[config.mk]
export PLATFORM = sky130hd
export DESIGN_NAME = regs_wr_arbiter
export DESIGN_NICKNAME = d
export VERILOG_FILES = /design/src/rtl/regs_wr_arbiter.sv
export SDC_FILE = /design/constraint.sdc
export NUM_CORES = 1
export LEC_CHECK = 0
export BUFFER_PORTS_ARGS = -buffer_cell sky130_fd_sc_hd__buf_2
export CAP_MARGIN = 20
export CORE_ASPECT_RATIO = 1.2
export CORE_MARGIN = 5
export CORE_UTILIZATION = 47
export CTS_BUF_LIST = sky130_fd_sc_hd__clkbuf_16
export DETAILED_ROUTE_END_ITERATION = 8
export GPL_ROUTABILITY_DRIVEN = 1
export PLACE_DENSITY = 0.88
export REMOVE_ABC_BUFFERS = 1
export SYNTH_ARGS = -nofsm -noshare
export SYNTH_HDL_FRONTEND = slang
export SYNTH_SLANG_ARGS = --single-unit
[constraint.sdc]
create_clock -name clk -period 8.49 [get_ports clk]
set_input_delay 0.4245 -clock clk [delete_from_list [all_inputs] [get_ports clk]]
set_output_delay 0.4245 -clock clk [all_outputs]
set_load 0.005 [all_outputs]
[src/rtl/regs_wr_arbiter.sv]
// regs_wr_arbiter: round-robin share of the register-file write port between
// ALU (0), load (1) and debug (2). The winning write is registered for one
// cycle before it reaches Regs. Read bypass for the in-flight write and a
// saturating commit counter are also provided.
module regs_wr_arbiter #(
    parameter int DW = 32,
    parameter int AW = 5,
    parameter int CW = 16
) (
    input  logic            clk,
    input  logic            rst,
    input  logic            freeze,
    input  logic [2:0]      req_valid,
    input  logic [3*AW-1:0] req_addr,
    input  logic [3*DW-1:0] req_data,
    output logic [2:0]      req_ready,
    output logic            L_S,
    output logic [AW-1:0]   Wt_addr,
    output logic [DW-1:0]   Wt_data,
    input  logic [AW-1:0]   R_addr_A,
    input  logic [AW-1:0]   R_addr_B,
    output logic            byp_hit_A,
    output logic            byp_hit_B,
    output logic [DW-1:0]   byp_data_A,
    output logic [DW-1:0]   byp_data_B,
    output logic [CW-1:0]   wr_count
);

    logic [1:0]    ptr;
    logic [1:0]    ptr_eff;
    logic [2:0]    scan;
    logic          gnt;
    logic [1:0]    gidx;
    logic [1:0]    ptr_nxt;
    logic [AW-1:0] sel_addr;
    logic [DW-1:0] sel_data;

    // An illegal pointer value of 3 behaves as 0.
    assign ptr_eff = (ptr == 2'd3) ? 2'd0 : ptr;

    // Round-robin scan from ptr; only valid/freeze/ptr feed the grant.
    // The grant is also masked while reset is held so ready reads 0 then.
    always_comb begin
        gnt  = 1'b0;
        gidx = 2'd0;
        scan = 3'd0;
        for (int k = 0; k < 3; k++) begin
            scan = {1'b0, ptr_eff} + 3'(k);
            if (scan >= 3'd3) scan = scan - 3'd3;
            if (!gnt && req_valid[scan[1:0]]) begin
                gnt  = 1'b1;
                gidx = scan[1:0];
            end
        end
        if (!rst || freeze) gnt = 1'b0;
        req_ready = gnt ? (3'b001 << gidx) : 3'b000;
    end

    // Pick the winner's address/data and the pointer that follows it.
    always_comb begin
        case (gidx)
            2'd1:    begin sel_addr = req_addr[AW +: AW];   sel_data = req_data[DW +: DW];   end
            2'd2:    begin sel_addr = req_addr[2*AW +: AW]; sel_data = req_data[2*DW +: DW]; end
            default: begin sel_addr = req_addr[0 +: AW];    sel_data = req_data[0 +: DW];    end
        endcase
        ptr_nxt = (gidx == 2'd2) ? 2'd0 : gidx + 2'd1;
    end

    // Pointer advances past the winner; holds without a grant.
    always_ff @(posedge clk or negedge rst) begin
        if (!rst)     ptr <= 2'd0;
        else if (gnt) ptr <= ptr_nxt;
    end

    // Output register: r0 writes are consumed but never enable the file.
    always_ff @(posedge clk or negedge rst) begin
        if (!rst) begin
            L_S     <= 1'b0;
            Wt_addr <= '0;
            Wt_data <= '0;
        end else begin
            L_S <= gnt && (sel_addr != '0);
            if (gnt) begin
                Wt_addr <= sel_addr;
                Wt_data <= sel_data;
            end
        end
    end

    // Count committed writes, sticking at all ones.
    always_ff @(posedge clk or negedge rst) begin
        if (!rst)                        wr_count <= '0;
        else if (L_S && (wr_count != '1)) wr_count <= wr_count + 1'b1;
    end

    // Forward the in-flight write while Regs still returns the old value.
    always_comb begin
        byp_hit_A  = L_S && (Wt_addr == R_addr_A) && (R_addr_A != '0);
        byp_hit_B  = L_S && (Wt_addr == R_addr_B) && (R_addr_B != '0);
        byp_data_A = byp_hit_A ? Wt_data : '0;
        byp_data_B = byp_hit_B ? Wt_data : '0;
    end

endmodule

==> results.sh, run 1 <==
export IMPL_irDropWorstVdd_mv=0.664
export IMPL_htree_num_levels=2
export IMPL_crit_required_ns=8.07
export IMPL_syn_area_sq_mm=0.00403
export IMPL_maxCapViolCount=0
export IMPL_first_iter_violations=111
export IMPL_die_w_um=94.6
export IMPL_drive_gt1_share_pct=47.8
export IMPL_path_max_fanout=26
export IMPL_antenna_found_initial=0
export IMPL_worstMarginPinSlew_ns=0.952
export IMPL_ff2ff_path_depth=11
export IMPL_grt_first_pass_wirelength_um=20100
export IMPL_cts_tree="yes"
export IMPL_slew_limit_headroom_pct=36.5
export IMPL_synth_area_per_cell_sq_um=9.62
export IMPL_setup_viol=0
export IMPL_layout_common_cells="buf_2 (249), and2_1 (67), dfrtp_1 (56)"
export IMPL_die_area_sq_mm=0.0105
export IMPL_num_io_pins=250
export IMPL_dp_cells=761
export IMPL_grt_overflow_total=0
export IMPL_setup_slack_ns=4.47
export IMPL_ant_nets=0
export IMPL_drv_slew=0
export IMPL_wl_per_cell_um=17.1
export IMPL_yosysWarnings=0
export IMPL_coreArea_sq_mm=0.00847
export IMPL_num_rows=37
export IMPL_cts_hold_fix_buffers=0
export IMPL_critPathLaunch="ptr[1]"
export IMPL_drtPass1Iterations=4
export IMPL_vias_per_cell=5.35
export IMPL_worstSetupPathType="reg -> out"
export IMPL_insertion_delay_ns=0.29
export IMPL_fin_nets=791
export IMPL_finalCritPeriodShare_pct=47.4
export IMPL_port_buffers=249
export IMPL_layout_commonest_cell="buf_2"
export IMPL_r2r_slack_ns=4.88
export IMPL_gp_congestion=0.913
export IMPL_antennaDiodeCount=0
export IMPL_post_cts_buffers=0
export IMPL_cts_resized=0
export IMPL_hpwl_um=10100
export IMPL_synth_seq_area_share_pct=34.8
export IMPL_cts_root_buf="clkbuf_16"
export IMPL_critPathLaunchType="flip-flop"
export IMPL_pwr_density_cell_mw_per_mm2=372
export IMPL_rsz0062_at_grt="false"
export IMPL_grt_pass1_vias=4150
export IMPL_skew_ns=0.00344
export IMPL_area_growth_pct=37.0
export IMPL_fin_tns_setup_ns=0
export IMPL_hold_violations=0
export IMPL_r2r_end="Wt_data[11]"
export IMPL_grt_total_usage_pct=23.5
export IMPL_synthCells=419
export IMPL_drt_total_wl_um=13200
export IMPL_hp_class="in -> async"
export IMPL_synth_async_reset_ratio_pct=100
export IMPL_synth_distinct_cells=51
export IMPL_layoutNonFillerInstCount=772
export IMPL_die_y_um=111
export IMPL_leakage_nw=2.93
export IMPL_synth_seq_cells=56
export IMPL_cp_end_kind="primary output"
export IMPL_fin_crit_ns=4.02
export IMPL_cts_inserted_buffers=5
export IMPL_finalPower_w=0.00205
export IMPL_path_clk_slew_ns=0.07
export IMPL_vias=4128
export IMPL_clock_fmax_ghz=0.248
export IMPL_cts_sinks=56
export IMPL_cts_path_max_buffers=2
export IMPL_whs_ns=0.269
export IMPL_grt_max_degree=75
export IMPL_crit_end="req_ready[1]"
export IMPL_synth_main_ff_cell="dfrtp_1"
export IMPL_initial_core_util_pct=47.6
export IMPL_crit_arrival_ns=3.60
export IMPL_status="finished clean"
export IMPL_drcViolationCount=0
export IMPL_synth_edf_count=0
export IMPL_r2r_start="ptr[1]"
export IMPL_pre_cts_slack_ns=4.61
## cell families after synthesis
logic type	Yosys count	share of synthesized area (%)
AOI/OAI and AO/OA	97	16.8
xor gates and xnor gates	18	3.91
adders and majority gates	10	3.10
buffers and inverters	34	4.62
DFF	56	34.8
muxes	44	15.5
and+or+nand+nor	160	21.3
## where the power goes
group	total [W]	switching, W	leakage [nW]	internal, W
sequential	0.000515	0.000130	0.691	0.000385
combinational	0.00130	0.000667	2.16	0.000637
clock	0.000235	0.0000960	0.0798	0.000139
total	0.00205	0.000894	2.93	0.00116
## synthesized netlist by cell type, types with 2 or more instances
cell            n  area, sq um
nor2b_1         2         12.5
buf_6           5         56.3
nand2b_1        4         25.0
nor3_1          6         30.0
nor4_1          4         25.0
mux2i_1         3         30.0
nor2_1         43          161
buf_1           4         15.0
nand4_1         5         31.3
xnor2_1         9         78.8
buf_2           4         20.0
a211oi_2        2         25.0
xor2_1          9         78.8
dfrtp_1        56         1400
dlygate4sd3_1   2         20.0
mux2_4         35          526
a21oi_1        37          185
inv_1           6         22.5
or3_1           2         12.5
and2_1         67          419
mux2_2          5         56.3
clkbuf_1       12         45.0
nand2_1        15         56.3
nand3_1         4         20.0
and4_1          2         17.5
a22oi_1        37          278
ha_1           10          125
o21ai_0         6         30.0
## registers in the layout (all words and copies together), names as in the netlist
signal	cells
Wt_data	32
wr_count	16
Wt_addr	5
ptr	2
L_S	1
## worst min path at each step
stage | slack, ns | endpoint | from
after floorplan | 0.13 | L_S | rst
after global placement | 0.50 | wr_count[15] | wr_count[15]
after detailed placement | 0.52 | wr_count[15] | wr_count[15]
after CTS | 0.30 | Wt_data[10] | rst
after global routing | 0.34 | Wt_data[14] | rst
final | 0.27 | Wt_data[10] | rst
## per-layer routing
layer / GRT usage [%] / up-vias / share of wire, %
li1: - / 1952 / -
met1: 28.1 / 1962 / 38
met2: 42.9 / 197 / 53
met3: 3.51 / 17 / 7.4
met4: 6.93 / 0 / 1.6
met5: 0 / - / 0
## through the flow
step / utilization, % / area (sq um)
2_1_floorplan: - / 3870
6_report: 65.2 / 5530
5_1_grt: 65.2 / 5530
3_5_place_dp: 62.7 / 5310
3_3_place_gp: 62.7 / 5310
4_1_cts: 64.6 / 5480
## critical path, stage by stage (launching register included)
cell      delay [ns]
dfrtp_1         0.42
inv_1           0.09
ha_1            0.23
mux2i_1         0.33
o221ai_1        0.23
a311oi_1        0.45
o32a_1          0.26
ha_1            0.59
buf_4           0.41
and2_1          0.18
buf_2           0.11
## final cells by class
type	instances	area, sq um
multi-input combinational	329	2460
clock inverter	3	42.5
tap	117	146
inverter	6	22.5
clock buffer	5	125
sequential	56	1400
timing repair buffer	256	1330
fill	693	2950
(Power assumes the default switching activity.)
==> run 2, diff against run 1 <==
--- a/config.mk
+++ b/config.mk
@@ -9,11 +9,11 @@
 export CAP_MARGIN = 20
 export CORE_ASPECT_RATIO = 1.2
 export CORE_MARGIN = 5
-export CORE_UTILIZATION = 47
+export CORE_UTILIZATION = 40
 export CTS_BUF_LIST = sky130_fd_sc_hd__clkbuf_16
 export DETAILED_ROUTE_END_ITERATION = 8
 export GPL_ROUTABILITY_DRIVEN = 1
-export PLACE_DENSITY = 0.88
+export PLACE_DENSITY = 0.8
 export REMOVE_ABC_BUFFERS = 1
 export SYNTH_ARGS = -nofsm -noshare
 export SYNTH_HDL_FRONTEND = slang
==> constraint.sdc (replaced) <==
create_clock -name clk -period 3.4 [get_ports clk]
set_input_delay 0.17 -clock clk [delete_from_list [all_inputs] [get_ports clk]]
set_output_delay 0.17 -clock clk [all_outputs]
set_load 0.005 [all_outputs]
==> run 2 against run 1 <==
Utilization fell by 9.4 points; sequential power rose to 2.5 times the previous value; register-to-register slack got worse by 4.5 ns; die area rose by 16%; global-route usage fell by 2.9 points; power rose by 150%; via count fell by 1.1%; non-clock buffer count rose by 3; sequential cell count did not move; clock power rose by 110%; largest cell class unchanged; largest power group unchanged.
==> results.sh, run 2 (synthesized netlist as in run 1, its figures left out) <==
export IMPL_vias_per_cell=5.21
export IMPL_grt_overflow_total=0
export IMPL_pwr_density_cell_mw_per_mm2=912
export IMPL_fin_nets=794
export IMPL_top_register="Wt_data"
export IMPL_layout_commonest_cell="buf_2"
export IMPL_antennaDiodeCount=0
export IMPL_path_clk_slew_ns=0.07
export IMPL_cp_end_kind="primary output"
export IMPL_leakage_nw=2.94
export IMPL_first_iter_violations=138
export IMPL_drive_gt1_share_pct=48.2
export IMPL_setup_slack_ns=0.269
export IMPL_worstMarginPinSlew_ns=0.726
export IMPL_hp_class="in -> async"
export IMPL_path_max_fanout=28
export IMPL_die_y_um=120
export IMPL_largest_reg_flops=32
export IMPL_status="finished clean"
export IMPL_pre_cts_slack_ns=0.269
export IMPL_drv_slew=0
export IMPL_grt_max_degree=57
export IMPL_coreArea_sq_mm=0.00996
export IMPL_fillers=893
export IMPL_drt_total_wl_um=13000
export IMPL_cts_inserted_buffers=5
export IMPL_irDropWorstVdd_mv=0.594
export IMPL_layout_common_cells="buf_2 (249), and2_1 (67), dfrtp_1 (56)"
export IMPL_grt_first_pass_wirelength_um=20200
export IMPL_clock_fmax_ghz=0.319
export IMPL_cts_sinks=56
export IMPL_antenna_found_initial=1
export IMPL_rsz0062_at_grt="false"
export IMPL_vias=4081
export IMPL_ant_nets=0
export IMPL_grt_pass1_vias=4165
export IMPL_grt_total_usage_pct=20.6
export IMPL_skew_ns=0.00363
export IMPL_cts_path_max_buffers=2
export IMPL_die_w_um=102
export IMPL_hpwl_um=10300
export IMPL_die_area_sq_mm=0.0122
export IMPL_area_growth_pct=37.9
export IMPL_top_regs="Wt_data: 32 flops, wr_count: 16 flops, Wt_addr: 5 flops"
export IMPL_cts_root_buf="clkbuf_16"
export IMPL_hold_violations=0
export IMPL_finalCritPeriodShare_pct=92.1
export IMPL_num_rows=40
export IMPL_worstSetupPathType="reg -> out"
export IMPL_slew_limit_headroom_pct=51.6
export IMPL_fin_crit_ns=3.13
export IMPL_maxCapViolCount=0
export IMPL_crit_arrival_ns=2.96
export IMPL_gp_congestion=0.889
export IMPL_port_buffers=249
export IMPL_finalPower_w=0.00507
export IMPL_num_io_pins=250
export IMPL_setup_viol=0
export IMPL_htree_num_levels=2
export IMPL_drtPass1Iterations=5
export IMPL_insertion_delay_ns=0.28
export IMPL_initial_core_util_pct=40.5
export IMPL_critPathLaunchType="flip-flop"
export IMPL_cts_tree="yes"
export IMPL_wl_per_cell_um=16.6
export IMPL_crit_required_ns=3.23
export IMPL_drcViolationCount=0
## run 2: cell count changes in the layout (fill, tap and decap cells not counted), sizes merged
cell / delta
buf: +3
bufinv: -1
clkinvlp: -1
inv: +2
## run 2: per-stage QoR
stage	hold slack (ns)	instance area, sq um	utilization, %	setup TNS [ns]	std cells
6_report	0.0596	5560	55.8	0	784
5_1_grt	0.127	5560	55.8	0	784
4_1_cts	0.0796	5530	55.5	0	784
3_5_place_dp	0.391	5390	54.1	0	776
3_3_place_gp	0.394	5390	54.1	0	776
2_1_floorplan	-0.126	3870	-	-3.04	391
## run 2: area by class of cell
class / instances / area (sq um) / share of cell area (%)
Clock buffer: 5 / 125 / 2.25
Timing Repair Buffer: 259 / 1350 / 24.3
Tap cell: 126 / 158 / 2.84
Multi-Input combinational cell: 329 / 2490 / 44.8
Clock inverter: 3 / 11.3 / 0.203
Inverter: 6 / 22.5 / 0.405
Sequential cell: 56 / 1400 / 25.2
## run 2: timing repair
item,CTS,global route
endpoints found under the hold margin,0,0
gates resized for setup,0,6
setup buffers,0,0
hold buffers,0,0
endpoints found under the setup margin,0,30
## run 2: path summary, 6_finish.rpt
| path | start | end | slack [ns] | cells after the start |
|---|---|---|---|---|
| setup reg to reg | ptr[1] | Wt_data[26] | 0.36 | 10 |
| hold reg to reg | wr_count[4] | wr_count[4] | 0.53 | 1 |
| max in group asynchronous | rst | Wt_data[0] | 2.85 | 2 |
| hold / removal | rst | wr_count[0] | 0.06 | 2 |
| min in group clk | req_addr[3] | Wt_addr[3] | 0.23 | 3 |
| setup / recovery | ptr[1] | req_ready[1] | 0.27 | 10 |
## run 2: per-layer routing
layer / vias up / track usage [%] / wire length (um)
li1: 1952 / - / -
met1: 1918 / 25.2 / 5210
met2: 185 / 36.2 / 6580
met3: 24 / 4.36 / 925
met4: 2 / 5.32 / 280
met5: - / 0 / 7
## run 2: worst max-delay path: stages, from the launching register on
cell	delay, ns
dfrtp_1	0.41
inv_1	0.09
ha_1	0.22
mux2i_1	0.31
o221ai_1	0.24
a311oi_2	0.35
o32a_1	0.22
ha_1	0.27
buf_6	0.26
and2_1	0.16
buf_2	0.11
## run 2: power by group
| part | internal, W | switching [W] |
|---|---|---|
| clock network | 0.000266 | 0.000216 |
| registers | 0.000961 | 0.000344 |
| logic | 0.00167 | 0.00161 |
| total | 0.00290 | 0.00217 |
